## config.mk

```make
export PLATFORM = sky130hd
export DESIGN_NAME = adder8_res_accum
export DESIGN_NICKNAME = d
export VERILOG_FILES = /design/src/rtl/adder8_res_accum.sv
export SDC_FILE = /design/constraint.sdc
export NUM_CORES = 1
export LEC_CHECK = 0
export BUFFER_PORTS_ARGS = -buffer_cell sky130_fd_sc_hd__clkbuf_2
export CAP_MARGIN = 10
export CELL_PAD_IN_SITES_DETAIL_PLACEMENT = 2
export CELL_PAD_IN_SITES_GLOBAL_PLACEMENT = 2
export CORE_MARGIN = 2
export CORE_UTILIZATION = 34
export DETAILED_ROUTE_END_ITERATION = 10
export HOLD_SLACK_MARGIN = 0.02
export PLACE_DENSITY_LB_ADDON = 0.1
export SYNTH_ARGS = -nofsm -noshare
export SYNTH_HDL_FRONTEND = slang
export SYNTH_SLANG_ARGS = --single-unit
```

## constraint.sdc

```tcl
create_clock -name clk -period 3.25 [get_ports clk]
set_clock_uncertainty 0.15 [all_clocks]
set_input_delay 0.4875 -clock clk [delete_from_list [all_inputs] [get_ports clk]]
set_output_delay 0.4875 -clock clk [all_outputs]
set_load 0.02 [all_outputs]
```

## src/rtl/adder8_res_accum.sv

```systemverilog
`default_nettype none
// ============================================================================
// Module   : adder8_res_accum
// Purpose  : Frames and accumulates 9-bit unsigned results from an upstream
//            adder8. Up to ACC_LEN results are summed into an ACC_W-bit
//            saturating accumulator. The frame is then presented downstream
//            with its sum, beat count and a sticky saturation flag.
//
// Parameters
//   ACC_LEN   : results per frame (1..16)
//   ACC_W     : accumulator / out_sum width (9..16)
//
// Ports
//   clk       in   1      rising-edge clock
//   rst_n     in   1      synchronous active-low reset
//   in_valid  in   1      in_res carries a valid result
//   in_res    in   9      unsigned adder8 result (bit 8 is the carry)
//   in_ready  out  1      a beat is accepted this cycle if in_valid is high
//   flush     in   1      close the current partial frame early
//   out_valid out  1      out_sum / out_count / out_ovf are valid
//   out_ready in   1      downstream consumes the presented frame
//   out_sum   out  ACC_W  saturated frame sum (0 when out_valid is low)
//   out_count out  5      beats in the frame (0 when out_valid is low)
//   out_ovf   out  1      saturation occurred in the frame (0 when idle)
//
// Revision : 1.0 - initial release
// ============================================================================
module adder8_res_accum #(
   parameter int ACC_LEN = 4,
   parameter int ACC_W   = 13
) (
   input  logic             clk,
   input  logic             rst_n,
   input  logic             in_valid,
   input  logic [8:0]       in_res,
   output logic             in_ready,
   input  logic             flush,
   output logic             out_valid,
   input  logic             out_ready,
   output logic [ACC_W-1:0] out_sum,
   output logic [4:0]       out_count,
   output logic             out_ovf
);

   typedef enum logic [1:0] {
      S_IDLE  = 2'd0,
      S_ACCUM = 2'd1,
      S_HOLD  = 2'd2
   } state_t;

   localparam int           c_sum_w   = ACC_W + 1;
   localparam logic [4:0]   c_acc_len = 5'(ACC_LEN);

   // ------------------------------------------------------------------------
   // State and datapath registers
   // ------------------------------------------------------------------------
   state_t           r_state;
   state_t           w_state_next;
   logic             r_live;      // high once an edge has seen rst_n released
   logic [ACC_W-1:0] r_acc;
   logic [4:0]       r_cnt;
   logic             r_ovf;

   // ------------------------------------------------------------------------
   // Control strobes from the FSM
   // ------------------------------------------------------------------------
   logic             w_rdy;
   logic             w_accept;
   logic             w_load;      // first beat of a frame
   logic             w_add;       // subsequent beat of a frame
   logic             w_clear;     // frame consumed downstream

   // ------------------------------------------------------------------------
   // Saturating adder: one guard bit above the accumulator catches overflow.
   // ------------------------------------------------------------------------
   logic [ACC_W:0]   w_sum_wide;
   logic             w_sat;
   logic [ACC_W-1:0] w_acc_add;
   logic [4:0]       w_cnt_inc;

   assign w_sum_wide = {1'b0, r_acc} + c_sum_w'(in_res);
   assign w_sat      = w_sum_wide[ACC_W];
   assign w_acc_add  = w_sat ? {ACC_W{1'b1}} : w_sum_wide[ACC_W-1:0];
   assign w_cnt_inc  = r_cnt + 5'd1;

   // ------------------------------------------------------------------------
   // FSM state register
   // ------------------------------------------------------------------------
   always_ff @(posedge clk) begin
      if (!rst_n) begin
         r_state <= S_IDLE;
         r_live  <= 1'b0;
      end else begin
         r_state <= w_state_next;
         r_live  <= 1'b1;
      end
   end

   // ------------------------------------------------------------------------
   // FSM next-state and control outputs
   // in_ready is a function of state, reset and r_live only, never out_ready,
   // so HOLD always costs one bubble cycle before the next frame starts.
   // ------------------------------------------------------------------------
   always_comb begin
      w_state_next = r_state;
      w_rdy        = 1'b0;
      w_accept     = 1'b0;
      w_load       = 1'b0;
      w_add        = 1'b0;
      w_clear      = 1'b0;
      out_valid    = 1'b0;

      case (r_state)
         S_IDLE: begin
            w_rdy    = rst_n & r_live;
            w_accept = in_valid & w_rdy;
            // A lone flush with nothing held is ignored here.
            if (w_accept) begin
               w_load = 1'b1;
               if ((c_acc_len == 5'd1) || flush) begin
                  w_state_next = S_HOLD;
               end else begin
                  w_state_next = S_ACCUM;
               end
            end
         end

         S_ACCUM: begin
            w_rdy    = rst_n & r_live;
            w_accept = in_valid & w_rdy;
            if (w_accept) begin
               // A flush on the same edge still includes this beat.
               w_add = 1'b1;
               if ((w_cnt_inc == c_acc_len) || flush) begin
                  w_state_next = S_HOLD;
               end
            end else if (flush) begin
               w_state_next = S_HOLD;
            end
         end

         S_HOLD: begin
            out_valid = 1'b1;
            if (out_ready) begin
               w_clear      = 1'b1;
               w_state_next = S_IDLE;
            end
         end

         default: begin
            w_clear      = 1'b1;
            w_state_next = S_IDLE;
         end
      endcase
   end

   assign in_ready = w_rdy;

   // ------------------------------------------------------------------------
   // Accumulator, beat counter and sticky saturation flag
   // ------------------------------------------------------------------------
   always_ff @(posedge clk) begin
      if (!rst_n) begin
         r_acc <= '0;
         r_cnt <= 5'd0;
         r_ovf <= 1'b0;
      end else if (w_clear) begin
         r_acc <= '0;
         r_cnt <= 5'd0;
         r_ovf <= 1'b0;
      end else if (w_load) begin
         // in_res is unsigned: zero-extend only.
         r_acc <= ACC_W'(in_res);
         r_cnt <= 5'd1;
         r_ovf <= 1'b0;
      end else if (w_add) begin
         r_acc <= w_acc_add;
         r_cnt <= w_cnt_inc;
         r_ovf <= r_ovf | w_sat;
      end
   end

   // ------------------------------------------------------------------------
   // Frame outputs read zero whenever no frame is presented.
   // ------------------------------------------------------------------------
   assign out_sum   = out_valid ? r_acc : '0;
   assign out_count = out_valid ? r_cnt : 5'd0;
   assign out_ovf   = out_valid & r_ovf;

endmodule
`default_nettype wire

```

## Yosys cells after proc, flatten, opt, wreduce, memory -nomap -nowiden

Index checks and enable logic that the tools add are counted.

| word-level totals | value |
|---|---|
| register bits after elaboration | 22 |
| bits of input ports | 14 |
| word-level logic and storage cells | 50 |

| operators by class | value |
|---|---|
| add/subtract/negate cells | 2 |
| equal/unequal tests | 7 |
| mux-type cells | 22 |
| bitwise logic cells | 5 |
| reductions and logical operators | 7 |

Operators by type and width:

| kind | count |
|---|---|
| 13-bit 2-to-1 mux | 2 |
| 9-bit 2-to-1 mux | 2 |
| 13-bit by 9-bit adder with 14-bit output | 1 |
| 2-bit 2-to-1 mux | 6 |
| 1-bit 2-to-1 mux | 9 |
| 3-bit != test (second input constant) | 2 |
| 2-bit case mux with 3 select lines | 1 |
| 5-bit by 1-bit adder with 5-bit output (second input constant) | 1 |
| 5-bit by 3-bit equality test with 1-bit output (second input constant) | 1 |
| 5-bit 2-to-1 mux | 1 |
| 2-bit != test (second input constant) | 2 |
| 4-bit AND reduction | 1 |
| 2-bit OR reduction | 2 |
| 1-bit AND | 3 |
| 3-bit OR reduction | 1 |
| 2-bit by 1-bit equality test with 1-bit output (second input constant) | 1 |
| 2-bit equality test (second input constant) | 1 |
| 2-bit logical NOT | 1 |
| 1-bit case mux with 2 select lines | 1 |
| 2-bit nonzero test | 1 |
| 1-bit logical OR | 1 |
| 1-bit NOT | 1 |
| 1-bit OR | 1 |

## Depth between registers and ports, before layout

Gate-level depths: netlist of the first run.

| depth | value |
|---|---|
| depth after elaboration | 6 |
| mapped depth | 7 |
| gate-level depth less buffers | 7 |

## Worst setup path before layout of the first run

Ideal clock, no wire load.

| timing | value |
|---|---|
| path kind | input -> register |
| start point | input port in_res[0] |
| end point | register r_acc[10] |
| arrival time | 2.183 ns |
| required time | 3.026 ns |
| path slack | 0.843 ns |
| stages | 7 |
| cells stage by stage | ha_1 fa_1 a21o_1 a2111oi_4 o22ai_2 a21bo_1 a31oi_1 |

| between the ends | value |
|---|---|
| word-level cells in the longest chain between the ends | 2 |

Ends and longest elaborated chain:

| element | RTL line | source |
|---|---|---|
| from (decl) | 35 | `input logic [8:0] in_res,` |
| 13-bit by 9-bit adder with 14-bit output | 81 | `assign w_sum_wide = {1'b0, r_acc} + c_sum_w'(in_res);` |
| 13-bit 2-to-1 mux | 83 | `assign w_acc_add = w_sat ? {ACC_W{1'b1}} : w_sum_wide[ACC_W-1:0];` |
| to (signal assigned) | 173 | `r_acc <= ACC_W'(in_res);` |
| to (signal assigned) | 177 | `r_acc <= w_acc_add;` |
| to (decl) | 60 | `logic [ACC_W-1:0] r_acc;` |

Every way passes these cells.
A chain may end at the register's enable or synchronous reset.

## Worst setup path in the final report of the first run

| timing | value |
|---|---|
| start point | register r_state[0] |
| end point | output port out_sum[9] |

| between the ends | value |
|---|---|
| word-level cells in the longest chain between the ends | 3 |

Ends and longest elaborated chain:

| element | RTL line | source |
|---|---|---|
| from (decl) | 57 | `state_t r_state;` |
| from (signal assigned) | 94 | `r_state <= w_state_next;` |
| 2-bit equality test | 113 | `case (r_state)` |
| 1-bit 2-to-1 mux | 113 |  |
| 13-bit 2-to-1 mux | 186 | `assign out_sum = out_valid ? r_acc : '0;` |
| to (decl) | 40 | `output logic [ACC_W-1:0] out_sum,` |

Every way passes these cells.

==> impl_results.rst, run 1 <==
.. list-table::
   :header-rows: 1

   * - Metric
     - Value
   * - Overflow left after global routing
     - 0
   * - Setup TNS
     - 0 ns
   * - Post-Layout Cell Count
     - 276
   * - Final routed wirelength across all metal layers
     - 5.31 mm
   * - Fraction of final layout cells sized beyond drive strength 1
     - 0.214
   * - Worst slack on hold paths
     - 0.286 ns
   * - Width of the die
     - 72.7 um
   * - Starting Density
     - 0.361
   * - FF-to-FF End
     - r_acc[10]
   * - Endpoint of the worst hold path
     - r_live
   * - DR vias
     - 1638
   * - Highest net fanout along the worst path
     - 20
   * - # diodes
     - 0
   * - Proportion of synthesized chip area in sequential cells
     - 0.274
   * - Final setup slack of the worst path
     - 0.593 ns
   * - IO buf count
     - 34
   * - Largest cells by area after synthesis
     - sky130_fd_sc_hd__dfxtp_1 (27%), sky130_fd_sc_hd__ha_1 (8.6%), sky130_fd_sc_hd__and2_1 (8.2%)
   * - Number of setup buffers added after CTS
     - 0
   * - Final clock period utilization by the worst path
     - 0.818
   * - Die height
     - 72.7 um
   * - Worst Reg2Reg Path Length in Cells
     - 7
   * - Cell Count Post-Placement
     - 273
   * - Flop-to-flop setup slack
     - 0.85 ns
   * - CP startpoint kind
     - register
   * - Number of I/O pins
     - 35
   * - Clock root buffer
     - sky130_fd_sc_hd__clkbuf_8
   * - Total CTS buffers
     - 3
   * - DR WL/cell
     - 19.3 um
   * - First-pass GRT wire length
     - 8.87 mm
   * - Vias in the first global route
     - 1725
   * - CP max stage cell
     - sky130_fd_sc_hd__dfxtp_1
   * - Max-cap violations
     - 0
   * - Iteration count of the initial detailed-routing pass
     - 4
   * - Classification of the worst setup path
     - reg -> out
   * - DP Wirelength
     - 4.01 mm
   * - Mapped cell area
     - 1610 um2
   * - Number of fill cells
     - 533
   * - CTS tree
     - built
   * - Synthesized Nets
     - 221
   * - Share of the synthesized area in the top cell type
     - 0.274
   * - Cell type with the highest aggregate area in the netlist
     - sky130_fd_sc_hd__dfxtp_1
   * - Most frequent cell after synthesis
     - sky130_fd_sc_hd__dfxtp_1
   * - Number of nets at the end of the flow
     - 252
   * - Count of cells resized by post-cts repair
     - 0
   * - Required time at the worst-slack endpoint
     - 2.61 ns
   * - Pin count of the biggest net entering global routing
     - 21
   * - Post-synthesis to final-layout area growth
     - 15.8%
   * - Final Critical Period
     - 2.66 ns
   * - Number of nets with antenna violations after routing
     - 0
   * - Worst slack, placed
     - 0.562 ns
   * - Critical path cell sequence
     - nor2b_1, buf_4, and2_1, clkbuf_2
   * - Most common flop cell mapped by yosys
     - sky130_fd_sc_hd__dfxtp_1
   * - Status
     - complete, no violations
   * - Via-to-Cell Ratio
     - 5.93
   * - Crit path largest cell delay
     - 0.56 ns
   * - Number of synthesized flops with an enable pin
     - 0
   * - Routability congestion estimate from global placement
     - 0.802
   * - Highest clock rate
     - 376 MHz
   * - Post-synthesis async set-or-reset flop share
     - 0
   * - Critical path buffers and inverters
     - 2
   * - Post-Route Utilization
     - 0.418
   * - Post-synthesis sequential element count
     - 22
   * - DRC
     - 0
   * - Instance count along the most critical hold path
     - 1
   * - Most instantiated cells after synthesis
     - sky130_fd_sc_hd__dfxtp_1 (22), sky130_fd_sc_hd__and2_1 (21), sky130_fd_sc_hd__o21ai_0 (14), sky130_fd_sc_hd__nand2_1 (13), sky130_fd_sc_hd__a21oi_1 (12)
   * - Clock transition at the register clock pins on the worst setup and hold paths after CTS
     - 0.08 ns
   * - Total of hold buffers inserted after clock tree synthesis
     - 0
   * - Type of the tightest min-delay check
     - in -> reg
   * - Max H-tree Level
     - 1
   * - Initial antenna violation count
     - 0
   * - Final setup violating endpoints
     - 0
   * - Clock sinks
     - 22
   * - DRC marker count from the first detailed-route iteration
     - 64
   * - Category of the worst setup path capture point
     - output pin
   * - Total power divided by cell area
     - 323 nW/um2
   * - Min-Delay Startpoint
     - rst_n
   * - Signal arrival time at the worst endpoint
     - 2.02 ns
   * - Post-Synthesis Cells
     - 195
   * - Setup repair after global routing missed its margin
     - no
   * - Clock buffer depth
     - 2
   * - Number of max-slew violations in the final report
     - 0
   * - Full die area
     - 5290 um2
   * - Kind of cell adding the most delay to the critical path
     - simple AND/OR/NAND/NOR gates
   * - Total global-route track usage
     - 0.213
   * - Floorplan core area
     - 4440 um2
   * - Final hold viol count
     - 0
   * - Static Leak
     - 0.000793 uW
   * - Cell row count
     - 24
   * - Unique masters post-synth
     - 47
   * - Clock latency on the worst-skew pair
     - 0.27 ns
   * - Yosys warnings
     - 0
   * - Remaining max-slew budget at the tightest pin
     - 0.497
   * - Per-instance average area after synthesis
     - 8.23 um2
   * - Measured slew at the worst slew-check pin
     - 0.754 ns
   * - Peak supply drop
     - 0.166 mV
   * - Startpoint of the worst register-to-register path
     - r_acc[0]
[flip-flops by register name (all words and copies together), names as in the netlist]
signal / count
r_acc: 13
r_state: 2
r_ovf: 1
r_live: 1
r_cnt: 5
[layer usage]
layer | global-route usage | vias up | part of all wire
met4 | 0.0350 | 0 | 0.0038
met1 | 0.272 | 823 | 0.47
met2 | 0.382 | 27 | 0.51
met3 | 0.0345 | 2 | 0.024
met5 | 0 | - | 0
li1 | - | 786 | -
[final cells by class]
cell class | count | area, um2 | share of cell area
clock buffers | 3 | 41.3 | 0.0222
inverters | 4 | 15.0 | 0.00808
multi-input cells | 158 | 1100 | 0.594
flip-flops and latches | 22 | 440 | 0.237
well taps | 52 | 65.1 | 0.0350
repair buffers | 37 | 193 | 0.104
[cell usage in the layout (no fill, tap or decap), drive strengths merged, types with 4 or more instances in the layout]
cell type	synthesis	layout
a211oi	4	4
xor2	7	7
ha	11	11
o21ai	15	15
nand3	6	6
and2	21	21
nor2	7	7
dfxtp	22	22
nor3	5	5
inv	4	4
nand4	6	6
and3	4	4
nand2	13	13
a221oi	6	6
a21oi	12	12
clkbuf	8	37
[cell families after synthesis]
family,after synthesis,share of synthesized area
simple gates,78,0.284
compound gates,59,0.257
flops,22,0.274
buf+inv,15,0.0374
fa+ha+maj,12,0.0982
xor+xnor,9,0.0491
[metrics by stage]
step | instance area (um2) | power (uW)
global placement | 1820 | 418
CTS | 1860 | 605
floorplan | 1610 | 380
detailed placement | 1820 | 425
global route | 1860 | 633
finish | 1860 | 601
[worst max-delay path by stage]
stage	startpoint	end	slack, ns	depth (start not counted)
3_3_place_gp	in_res[0]	r_acc[10]	0.62	8
2_1_floorplan	in_res[0]	r_acc[10]	0.84	7
3_5_place_dp	in_res[0]	r_acc[10]	0.56	8
4_1_cts	r_state[0]	out_sum[9]	0.52	4
5_1_grt	r_state[0]	out_sum[9]	0.41	4
6_report	r_state[0]	out_sum[9]	0.59	4
[power breakdown]
part	internal (uW)	switching, uW	total [uW]
registers	279	16.6	296
logic	49.1	74.7	124
clock network	83.1	98.0	181
Note: power is estimated with default switching activity, not from simulation.
==> run 2: changes to the inputs <==
Settings changed: CORE_UTILIZATION 34 to 31.
Clock period 3.25 ns to 2.65 ns, I/O delays scaled along.
==> impl_results.rst, run 2 (synthesis gave the netlist of run 1 again) <==
.. list-table::
   :header-rows: 1

   * - Metric
     - Value
   * - Flop-to-flop setup slack
     - 0.24 ns (-0.61 ns)
   * - Starting Density
     - 0.318 (-0.0428)
   * - Width of the die
     - 76.0 um (+4.5%)
   * - Max H-tree Level
     - 1 (unchanged)
   * - Area occupied by registers
     - 440 um2 (unchanged)
   * - First-pass GRT wire length
     - 8.70 mm (-1.9%)
   * - Met1 GRT Util
     - 0.251 (-0.0210)
   * - IO buf count
     - 34 (unchanged)
   * - Kind of cell adding the most delay to the critical path
     - compound AO/OA/AOI/OAI gates
   * - Pin count of the biggest net entering global routing
     - 21 (unchanged)
   * - Setup repair after global routing missed its margin
     - no
   * - Worst Reg2Reg Path Length in Cells
     - 7 (unchanged)
   * - Design Area, Final
     - 1920 um2 (+3.2%)
   * - Min-Delay Startpoint
     - rst_n
   * - Clock latency on the worst-skew pair
     - 0.27 ns (about the same)
   * - Category of the worst setup path capture point
     - register
   * - Full die area
     - 5770 um2 (+9.1%)
   * - Cell row count
     - 26 (+8.3%)
   * - Highest clock rate
     - 414 MHz
   * - Setup TNS
     - 0 ns (unchanged)
   * - Status
     - complete, no violations
   * - Number of max-slew violations in the final report
     - 0 (unchanged)
   * - Final clock period utilization by the worst path
     - 0.911
   * - Area of the multi-input gates
     - 1100 um2 (unchanged)
   * - Post-synthesis to final-layout area growth
     - 19.5%
   * - Number of setup buffers added after CTS
     - 0 (unchanged)
   * - Highest net fanout along the worst path
     - 4 (-80%)
   * - Measured slew at the worst slew-check pin
     - 0.766 ns (+0.0124 ns)
   * - Critical path cell sequence
     - ha_1, fa_1, a21o_1, a2111oi_4, o22ai_2, a21bo_1, a31oi_1
   * - DRC
     - 0 (unchanged)
   * - Iteration count of the initial detailed-routing pass
     - 4 (unchanged)
   * - Floorplan core area
     - 5040 um2 (+13%)
   * - Final routed wirelength across all metal layers
     - 5.17 mm (-2.7%)
   * - Static Leak
     - 0.000815 uW (+2.9%)
   * - Clock root buffer
     - sky130_fd_sc_hd__clkbuf_8
   * - Final setup violating endpoints
     - 0 (unchanged)
   * - Clock transition at the register clock pins on the worst setup and hold paths after CTS
     - 0.09 ns (about the same)
   * - CP startpoint kind
     - register
   * - Total CTS buffers
     - 3 (unchanged)
   * - Post-Route Utilization
     - 0.380 (-0.0380)
   * - Initial antenna violation count
     - 0 (unchanged)
   * - Total power divided by cell area
     - 404 nW/um2 (+25%)
   * - Instance count along the most critical hold path
     - 1 (unchanged)
   * - Vias in the first global route
     - 1735 (+0.58%)
   * - CTS tree
     - built
   * - Crit path largest cell delay
     - 0.43 ns (-0.13 ns)
   * - Critical path buffers and inverters
     - 0 (-2)
   * - Endpoint of the worst hold path
     - r_live
   * - Register with the most flip-flops
     - r_acc
   * - Max reg flops
     - 13 (unchanged)
   * - Post-DP Area
     - 1860 um2 (+2.5%)
   * - FF-to-FF End
     - r_acc[10]
   * - Type of the tightest min-delay check
     - in -> reg
   * - Total global-route track usage
     - 0.184 (-0.0286)
   * - Fraction of final layout cells sized beyond drive strength 1
     - 0.228 (+0.0138)
   * - Final Critical Period
     - 2.41 ns
   * - Registers with the highest flip-flop counts
     - r_acc: 13 flops, r_cnt: 5 flops, r_state: 2 flops
   * - Met3 routing resource usage after global routing
     - 0.0214 (-0.0131)
   * - Remaining max-slew budget at the tightest pin
     - 0.489 (-0.00825)
   * - Routability congestion estimate from global placement
     - 0.807 (+0.65%)
   * - Worst slack on hold paths
     - 0.175 ns (-0.111 ns)
   * - DR vias
     - 1621 (-1.0%)
   * - Number of nets with antenna violations after routing
     - 0 (unchanged)
   * - Routing layer with the top usage in global route
     - met2
   * - Number of nets at the end of the flow
     - 255 (+1.2%)
   * - Startpoint of the worst register-to-register path
     - r_acc[0]
   * - Number of fill cells
     - 593 (+11%)
   * - # diodes
     - 0 (unchanged)
   * - Signal arrival time at the worst endpoint
     - 2.46 ns (+0.44 ns)
   * - DR WL/cell
     - 17.4 um (-9.8%)
   * - Peak supply drop
     - 0.167 mV (+0.85%)
   * - Required time at the worst-slack endpoint
     - 2.70 ns (+0.09 ns)
   * - Total of hold buffers inserted after clock tree synthesis
     - 0 (unchanged)
   * - Overflow left after global routing
     - 0 (unchanged)
   * - Clock buffer depth
     - 2 (unchanged)
   * - Via-to-Cell Ratio
     - 5.44 (-8.3%)
   * - Count of cells resized by post-cts repair
     - 0 (unchanged)
   * - Clock sinks
     - 22 (unchanged)
   * - Max-cap violations
     - 0 (unchanged)
   * - DP Wirelength
     - 4.05 mm (+1.0%)
   * - Highest-count cells in the layout ignoring fill and taps
     - sky130_fd_sc_hd__clkbuf_2 (34), sky130_fd_sc_hd__dfxtp_1 (22), sky130_fd_sc_hd__and2_1 (21)
   * - Commonest non-fill, non-tap cell in the layout
     - sky130_fd_sc_hd__clkbuf_2
   * - CP max stage cell
     - sky130_fd_sc_hd__a2111oi_4
   * - Routing usage on met2
     - 0.316 (-0.0657)
   * - Die height
     - 76.0 um (+4.5%)
   * - DRC marker count from the first detailed-route iteration
     - 33 (-48%)
   * - Number of I/O pins
     - 35 (unchanged)
   * - Classification of the worst setup path
     - reg -> reg
   * - Final hold viol count
     - 0 (unchanged)
-- run 2: changes by cell type in the layout (fill, tap and decap cells not counted) --
cell,delta
sky130_fd_sc_hd__clkbuf_8,+1
sky130_fd_sc_hd__buf_4,+3
-- run 2: where the power goes --
| group | leakage [uW] | internal [uW] | switching (uW) | total, uW |
|---|---|---|---|---|
| clock network | 0.0000288 | 133 | 124 | 257 |
| logic | 0.000608 | 63.6 | 91.4 | 155 |
| registers | 0.000179 | 342 | 20.1 | 362 |
| total | 0.000815 | 539 | 236 | 775 |
-- run 2: worst max path at each step --
stage / startpoint / to / slack (ns) / cells past startpoint
floorplan: in_res[0] / r_acc[10] / 0.33 / 7
global placement: in_res[0] / r_acc[10] / 0.11 / 8
detailed placement: in_res[0] / r_acc[10] / 0.03 / 8
CTS: r_acc[0] / r_acc[10] / 0.21 / 7
global route: r_acc[0] / r_acc[10] / 0.10 / 7
finish: r_acc[0] / r_acc[10] / 0.24 / 7
-- run 2: final cells by class --
class | count | area share
clock buffers | 4 | 0.0287
inverters | 4 | 0.00783
multi-input cells | 158 | 0.576
flip-flops and latches | 22 | 0.230
well taps | 70 | 0.0457
repair buffers | 40 | 0.112
-- run 2: per-layer routing --
| metal | routed length [um] | share of wire | vias up |
|---|---|---|---|
| met2 | 2450 | 0.47 | 23 |
| met1 | 2520 | 0.49 | 802 |
| li1 | - | - | 791 |
| met4 | 43 | 0.0083 | 0 |
| met3 | 153 | 0.030 | 5 |
| met5 | 0 | 0 | - |
-- run 2: metrics by stage --
stage / setup WS [ns] / power, uW / cells
finish: 0.236 / 775 / 298
global route: 0.100 / 816 / 298
CTS: 0.210 / 787 / 298
detailed placement: 0.0258 / 526 / 294
global placement: 0.105 / 516 / 294
floorplan: 0.333 / 466 / 195
